===== src/rtl/alu_pkg.sv =====
// -----------------------------------------------------------------------------
// alu_pkg
// Shared definitions for the ALU issue path:
//   - alu_issue_state_e : issue sequencer FSM states
//   - RS_SEL_RS1/RS2    : encoding of the rs_data_sel operand select
//   - ALU_* widths      : default widths shared with the ALU interface
// -----------------------------------------------------------------------------
package alu_pkg;

    localparam int ALU_BUS_WIDTH      = 32;
    localparam int ALU_OPCODE_WIDTH   = 4;
    localparam int ALU_REG_ADDR_WIDTH = 5;
    localparam int ALU_TIMEOUT_CYCLES = 256;

    localparam logic RS_SEL_RS1 = 1'b0;
    localparam logic RS_SEL_RS2 = 1'b1;

    typedef enum logic [2:0] {
        ST_IDLE      = 3'd0,
        ST_SEND_RS1  = 3'd1,
        ST_SEND_RS2  = 3'd2,
        ST_WAIT_DONE = 3'd3,
        ST_WRITEBACK = 3'd4
    } alu_issue_state_e;

endpackage : alu_pkg


===== src/rtl/alu_issue_timer.sv =====
// -----------------------------------------------------------------------------
// alu_issue_timer
// WAIT_DONE watchdog for alu_issue_seq. Only instantiated when the
// ALU_ISSUE_TIMEOUT_EN macro is defined.
// Ports:
//   clk       in  : clock, rising edge
//   rst       in  : asynchronous active-high reset
//   i_run     in  : high while the sequencer sits in WAIT_DONE
//   o_expired out : high in the TIMEOUT_CYCLES-th consecutive i_run cycle
// -----------------------------------------------------------------------------
module alu_issue_timer
    import alu_pkg::*;
#(
    parameter int TIMEOUT_CYCLES = ALU_TIMEOUT_CYCLES
) (
    input  logic clk,
    input  logic rst,
    input  logic i_run,
    output logic o_expired
);

    localparam int CNT_W = $clog2(TIMEOUT_CYCLES + 1);

    logic [CNT_W-1:0] r_count;

    // The counter rests at zero outside WAIT_DONE, so every entry starts
    // from a cleared count; the first WAIT_DONE cycle is count 0.
    // NOTE: sequential state is only ever written with <= so that every
    // flop samples pre-edge values regardless of statement order.
    always_ff @(posedge clk or posedge rst) begin
        if (rst) begin
            r_count <= '0;
        end else if (!i_run) begin
            r_count <= '0;
        end else begin
            r_count <= r_count + 1'b1;
        end
    end

    assign o_expired = i_run && (r_count == CNT_W'(TIMEOUT_CYCLES - 1));

endmodule : alu_issue_timer


===== src/rtl/alu_issue_seq.sv =====
// -----------------------------------------------------------------------------
// alu_issue_seq
// Issue sequencer in front of the ALU. Accepts one decoded instruction over a
// valid/ready handshake, serialises rs1 and then rs2 (skipped for immediate
// ops) onto the shared rs_data bus, waits for op_done, and issues a one-cycle
// writeback strobe carrying the captured ALU result.
//
// Optional feature: define ALU_ISSUE_TIMEOUT_EN to build a WAIT_DONE watchdog
// (alu_issue_timer). Without it issue_err is tied low and WAIT_DONE waits
// indefinitely.
//
// Ports (all outputs registered, all reset to 0):
//   clk, rst                 : clock / asynchronous active-high reset
//   instr_valid/instr_ready  : instruction handshake
//   instr_op/rs1/rs2/imm     : opcode and operand values
//   instr_use_imm            : 1 = immediate replaces rs2
//   instr_rd                 : destination register index
//   rs_data/_sel/_valid      : serialised operand toward the ALU
//   op_code, imme_value      : opcode and immediate toward the ALU
//   alu_out, alu_valid_out   : ALU result and its qualifier
//   op_done                  : ALU finished the current instruction
//   wb_valid/wb_rd/wb_data   : writeback strobe toward the register file
//   issue_err                : one-cycle WAIT_DONE timeout strobe
// -----------------------------------------------------------------------------
module alu_issue_seq
    import alu_pkg::*;
#(
    parameter int BUS_WIDTH      = ALU_BUS_WIDTH,
    parameter int OPCODE_WIDTH   = ALU_OPCODE_WIDTH,
    parameter int REG_ADDR_WIDTH = ALU_REG_ADDR_WIDTH,
    parameter int TIMEOUT_CYCLES = ALU_TIMEOUT_CYCLES
) (
    input  logic                      clk,
    input  logic                      rst,
    input  logic                      instr_valid,
    output logic                      instr_ready,
    input  logic [OPCODE_WIDTH-1:0]   instr_op,
    input  logic [BUS_WIDTH-1:0]      instr_rs1,
    input  logic [BUS_WIDTH-1:0]      instr_rs2,
    input  logic [BUS_WIDTH-1:0]      instr_imm,
    input  logic                      instr_use_imm,
    input  logic [REG_ADDR_WIDTH-1:0] instr_rd,
    output logic [BUS_WIDTH-1:0]      rs_data,
    output logic                      rs_data_sel,
    output logic                      rs_data_valid,
    output logic [OPCODE_WIDTH-1:0]   op_code,
    output logic [BUS_WIDTH-1:0]      imme_value,
    input  logic [BUS_WIDTH-1:0]      alu_out,
    input  logic                      alu_valid_out,
    input  logic                      op_done,
    output logic                      wb_valid,
    output logic [REG_ADDR_WIDTH-1:0] wb_rd,
    output logic [BUS_WIDTH-1:0]      wb_data,
    output logic                      issue_err
);

    if (TIMEOUT_CYCLES < 1) begin : g_bad_timeout
        $error("alu_issue_seq: TIMEOUT_CYCLES must be at least 1");
    end

    alu_issue_state_e r_state;
    alu_issue_state_e w_next_state;
    logic             w_accept;
    logic             w_issue_err;
    logic             w_timeout;
    logic             w_in_wait;

    // rs1 is needed only in SEND_RS1, the cycle right after accept, so the
    // rs_data register loads it straight from the input and no copy is kept.
    logic [OPCODE_WIDTH-1:0]   r_op;
    logic [BUS_WIDTH-1:0]      r_rs2;
    logic [BUS_WIDTH-1:0]      r_imm;
    logic                      r_use_imm;
    logic [REG_ADDR_WIDTH-1:0] r_rd;
    logic [BUS_WIDTH-1:0]      r_result;
    logic                      r_captured;

    assign w_in_wait = (r_state == ST_WAIT_DONE);

`ifdef ALU_ISSUE_TIMEOUT_EN
    alu_issue_timer #(
        .TIMEOUT_CYCLES (TIMEOUT_CYCLES)
    ) u_timer (
        .clk       (clk),
        .rst       (rst),
        .i_run     (w_in_wait),
        .o_expired (w_timeout)
    );
`else
    assign w_timeout = 1'b0;
`endif

    // Next-state decode. All outputs are registered from the next state,
    // so each output appears in the same cycle as the state it belongs to.
    // NOTE: every variable assigned here gets a default first; a path that
    // skipped an assignment would otherwise infer a latch.
    always_comb begin
        w_next_state = r_state;
        w_accept     = 1'b0;
        w_issue_err  = 1'b0;
        case (r_state)
            ST_IDLE: begin
                if (instr_valid && instr_ready) begin
                    w_accept     = 1'b1;
                    w_next_state = ST_SEND_RS1;
                end
            end
            ST_SEND_RS1: begin
                w_next_state = r_use_imm ? ST_WAIT_DONE : ST_SEND_RS2;
            end
            ST_SEND_RS2: begin
                w_next_state = ST_WAIT_DONE;
            end
            ST_WAIT_DONE: begin
                // op_done wins over a timeout in the terminal-count cycle.
                if (op_done) begin
                    w_next_state = (r_captured || alu_valid_out) ? ST_WRITEBACK : ST_IDLE;
                end else if (w_timeout) begin
                    w_issue_err  = 1'b1;
                    w_next_state = ST_IDLE;
                end
            end
            ST_WRITEBACK: begin
                w_next_state = ST_IDLE;
            end
            default: begin
                w_next_state = ST_IDLE;
            end
        endcase
    end

    always_ff @(posedge clk or posedge rst) begin
        if (rst) begin
            r_state <= ST_IDLE;
        end else begin
            r_state <= w_next_state;
        end
    end

    // Instruction latches and result capture.
    // NOTE: the datapath registers are reset as well, so a reset can never
    // let a stale rd or result reach a later writeback.
    always_ff @(posedge clk or posedge rst) begin
        if (rst) begin
            r_op       <= '0;
            r_rs2      <= '0;
            r_imm      <= '0;
            r_use_imm  <= 1'b0;
            r_rd       <= '0;
            r_result   <= '0;
            r_captured <= 1'b0;
        end else begin
            if (w_accept) begin
                r_op       <= instr_op;
                r_rs2      <= instr_rs2;
                r_imm      <= instr_imm;
                r_use_imm  <= instr_use_imm;
                r_rd       <= instr_rd;
                r_captured <= 1'b0;
            end else if (w_in_wait && alu_valid_out) begin
                r_result   <= alu_out;
                r_captured <= 1'b1;
            end
        end
    end

    // Registered outputs. The accept edge loads from the instruction inputs
    // directly because the latches only become valid after that same edge.
    always_ff @(posedge clk or posedge rst) begin
        if (rst) begin
            instr_ready   <= 1'b0;
            rs_data       <= '0;
            rs_data_sel   <= RS_SEL_RS1;
            rs_data_valid <= 1'b0;
            op_code       <= '0;
            imme_value    <= '0;
            wb_valid      <= 1'b0;
            wb_rd         <= '0;
            wb_data       <= '0;
            issue_err     <= 1'b0;
        end else begin
            instr_ready   <= (w_next_state == ST_IDLE);
            rs_data_valid <= (w_next_state == ST_SEND_RS1) || (w_next_state == ST_SEND_RS2);
            rs_data_sel   <= (w_next_state == ST_SEND_RS2) ? RS_SEL_RS2 : RS_SEL_RS1;
            issue_err     <= w_issue_err;

            if (w_accept) begin
                rs_data <= instr_rs1;
            end else if (w_next_state == ST_SEND_RS2) begin
                rs_data <= r_rs2;
            end else begin
                rs_data <= '0;
            end

            if (w_accept) begin
                op_code    <= instr_op;
                imme_value <= instr_imm;
            end else if ((w_next_state == ST_SEND_RS2) || (w_next_state == ST_WAIT_DONE)) begin
                op_code    <= r_op;
                imme_value <= r_imm;
            end else begin
                op_code    <= '0;
                imme_value <= '0;
            end

            // A result arriving together with op_done is newer than any
            // earlier capture, so it takes precedence.
            if (w_next_state == ST_WRITEBACK) begin
                wb_valid <= (r_rd != '0);
                wb_rd    <= r_rd;
                wb_data  <= alu_valid_out ? alu_out : r_result;
            end else begin
                wb_valid <= 1'b0;
                wb_rd    <= '0;
                wb_data  <= '0;
            end
        end
    end

endmodule : alu_issue_seq

===== config.mk =====
export PLATFORM = sky130hd
export DESIGN_NAME = alu_issue_seq
export DESIGN_NICKNAME = d
export VERILOG_FILES = /design/src/rtl/alu_pkg.sv /design/src/rtl/alu_issue_timer.sv /design/src/rtl/alu_issue_seq.sv
export SDC_FILE = /design/constraint.sdc
export NUM_CORES = 1
export LEC_CHECK = 0
export CORE_UTILIZATION = 42
export DETAILED_ROUTE_END_ITERATION = 12
export PLACE_DENSITY = 0.76
export SLEW_MARGIN = 20
export SYNTH_ARGS = -nofsm -noshare
export SYNTH_HDL_FRONTEND = slang
export SYNTH_SLANG_ARGS = --single-unit

===== constraint.sdc =====
create_clock -name clk -period 8.4 [get_ports clk]
set_input_delay 2.52 -clock clk [delete_from_list [all_inputs] [get_ports clk]]
set_output_delay 2.52 -clock clk [all_outputs]
set_load 0.05 [all_outputs]

==> impl_metrics.ini <==
[placed_design]
gp_routability_congestion = 0.7642
dpl.hpwl_um = 12520
placement.io_buffers = 251
placed_area_sq_um = 10840
placedCellCount = 1003

[clock_network]
clk-insertion-delay-late_ns = 0.50
post_cts_resize_count = 0
clk_root_buffer_cell = clkbuf_16
cts_h_tree_depth = 1
numCtsBuffers = 23
cts.clk_slew.worst_paths_ns = 0.06
cts_tree = built
cts.sinks = 219
cts_buffer_depth = 3
cts.repair_timing.setup_buffer_count = 0
cts_hold_repair.buffers = 0

[timing]
totalNegativeSetupSlack_ns = 0
fin_crit_period_ns = 4.765
tightest_slew_ns = 1.039
clock_skew_ns = 0.005786
setup_viol = 0
max_freq_ghz = 0.2099
worst_max_slew_margin_expressed_relative_to_the_limit = 0.3073
rsz_0062_raised_after_global_routing = false
final-max-slew-violation-count = 0
final_hold_viol_count = 0
min_period_over_period = 0.5673

[power_and_ir_drop]
pwr_density_cell_nw_per_um2 = 344.4
internal_power_mw = 2.600
worst_ir_drop_vdd_v = 0.0001936
combPwrFrac = 0.351
power.clock.fraction = 0.243
swShare = 0.3474
power_switching_mw = 1.384
report.power.total_mw = 3.984
power.leakage_nw = 5.239
power.share.sequential = 0.407

[logic_synthesis]
synth.distinct_cells = 28
number_of_enable_type_register_cells_in_the_synthesized_netlist = 0
syn_area_per_cell_sq_um = 15.69
synth-async-reset-ratio = 1.000
post_synthesis_net_count = 661
synth.most_common_cell = dfrtp_1
commonest_cells_in_the_synthesized_netlist = 219 x dfrtp_1, 97 x mux2_1, 68 x a22o_1
synthDominantAreaCellType = dfrtp_1
post_synth_instance_area_sq_um = 8125
netlist_instances = 518
synth_area_leaders = dfrtp_1 67%, mux2_1 13%, a22o_1 7.3%
synth_seq_cells = 219
yosys_warnings = 0
yosysSeqAreaShare = 0.6745
synth.top_cell.area_share = 0.6745
synth-main-ff-cell = dfrtp_1

[route]
route.vias.total = 5140
drt_wl_total_um = 17800
drtAntennaViolNets = 0
drt_iter0_markers = 170
routed_wire_length_per_instance_um = 17.07
detail_route.first_pass.iterations = 4
drc = 0
average_vias_per_placed_instance = 4.928

[setup_path]
worstPathCellList = clkdlybuf4s50_1 -> nand2_1 -> nor4_4 -> buf_4 -> mux2_1
crit_slowest_cell = buf_4
critical_path.top_delay_family = buffers and inverters
max_incr_delay_on_cp_ns = 0.89
cp-start-kind = input port
timing_worst_setup_path_type = in -> reg
cp.arrival_ns = 5.14
worst_setup_path_end_kind = flip-flop
worst-path-buf-inv = 2
worst-endpoint-required_ns = 8.78
crit_path_max_fanout = 91

[floorplanning]
start_util = 0.4315
standard_cell_row_count = 50
core_area_sq_um = 18830
num_io_pins = 253
die-area_sq_um = 19910
die_height_um = 141.1
floorplan.die.width_um = 141.1

[grt]
vias_in_the_first_global_route = 5536
grtUsageTotal = 0.1839
globalRouteOverflowTotal = 0
initial_antenna_violation_count = 0
first_pass_grt_wire_length_um = 28880
grt_max_degree = 92

[hold_path]
timing.hold.worst.class = reg -> reg

[cells_and_area]
layout-drive-gt1-share = 0.07791
register_area_sq_um = 5480
final_nets = 911
final_standard_cell_count_with_taps_included_and_fillers_excluded = 1043
final_cell_area_sq_um = 11570
antenna_cells = 0
final_util = 0.6142
area_delta_synth_final_pct = 42.35
multiInputGateArea_sq_um = 2429
fillers = 1441

[outcome]
run_status = finished clean

[run]
cap_violations = 0
==> cells by family after synthesis <==
logic type / share of synthesized area
other: 0.0004615
muxes: 0.1863
AOI/OAI and AO/OA: 0.08084
buffers and inverters: 0.02957
DFF: 0.6745
and+or+nand+nor: 0.02833
==> layout make-up <==
cell class                      instances  area share
Clock buffer                           34     0.05766
Multi-Input combinational cell        261      0.2100
Clock inverter                          6    0.005084
Inverter                                4    0.001623
Tap cell                              260     0.02813
Sequential cell                       219      0.4738
Timing Repair Buffer                  259      0.2237
==> worst reg2reg max path, stage by stage, from the launching register on <==
cell     delay, ns
dfrtp_1       0.51
nor4_4        0.89
buf_4         0.89
mux2_1        0.46
==> sequential cells by signal (all words and copies together) (netlist names) <==
signal,count
r_captured,1
r_result,32
wb_data,32
r_op,4
rs_data_sel,1
r_rd,5
wb_rd,5
op_code,4
r_imm,32
rs_data_valid,1
r_use_imm,1
instr_ready,1
wb_valid,1
rs_data,32
imme_value,32
r_rs2,32
r_state,3
==> routing by layer <==
layer / up-vias / global-route usage / part of all wire
met4: 0 / 0.06293 / 0.030
li1: 2350 / - / -
met1: 2580 / 0.2283 / 0.41
met2: 172 / 0.3108 / 0.50
met5: - / 0 / 0
met3: 38 / 0.04891 / 0.063
==> power by group through the flow <==
stage,logic [mW],clock network (mW),registers [mW]
final,1.40,0.966,1.62
after global routing,1.49,1.04,1.67
after CTS,1.42,0.995,1.62
after detailed placement,1.41,0,1.64
after global placement,1.35,0,1.62
after floorplan,0.503,0,2.04
==> worst paths after layout <==
check | end | cells past startpoint | slack [ns] | startpoint
max | r_imm[24] | 5 | 3.64 | instr_valid
min | imme_value[30] | 1 | 0.48 | r_imm[30]
max reg2reg | r_imm[24] | 3 | 5.53 | r_state[1]
min reg2reg | imme_value[30] | 1 | 0.48 | r_imm[30]
max in group asynchronous | r_op[3] | 3 | 4.51 | rst
min in group asynchronous | r_result[27] | 2 | 2.52 | rst
==> cell usage in the layout (no fill, tap or decap), types with 2 or more instances in the layout <==
cell type,count
a22o_1,68
nor2_1,33
mux2_1,97
a21oi_1,2
inv_1,3
clkbuf_16,23
mux2_2,9
dfrtp_1,219
clkinv_2,4
and2_1,4
nor4_1,2
clkbuf_8,5
clkdlybuf4s50_1,250
clkbuf_1,6
mux2i_1,32
buf_4,7
==> per-stage QoR <==
step | hold WS, ns | setup slack [ns]
final | 0.4828 | 3.635
after global routing | 0.4942 | 3.452
after CTS | 0.4854 | 3.637
after detailed placement | 0.4728 | 3.102
after global placement | 0.4665 | 3.180
after floorplan | 0.4581 | 3.026
Note: power is estimated with default switching activity, not from simulation.
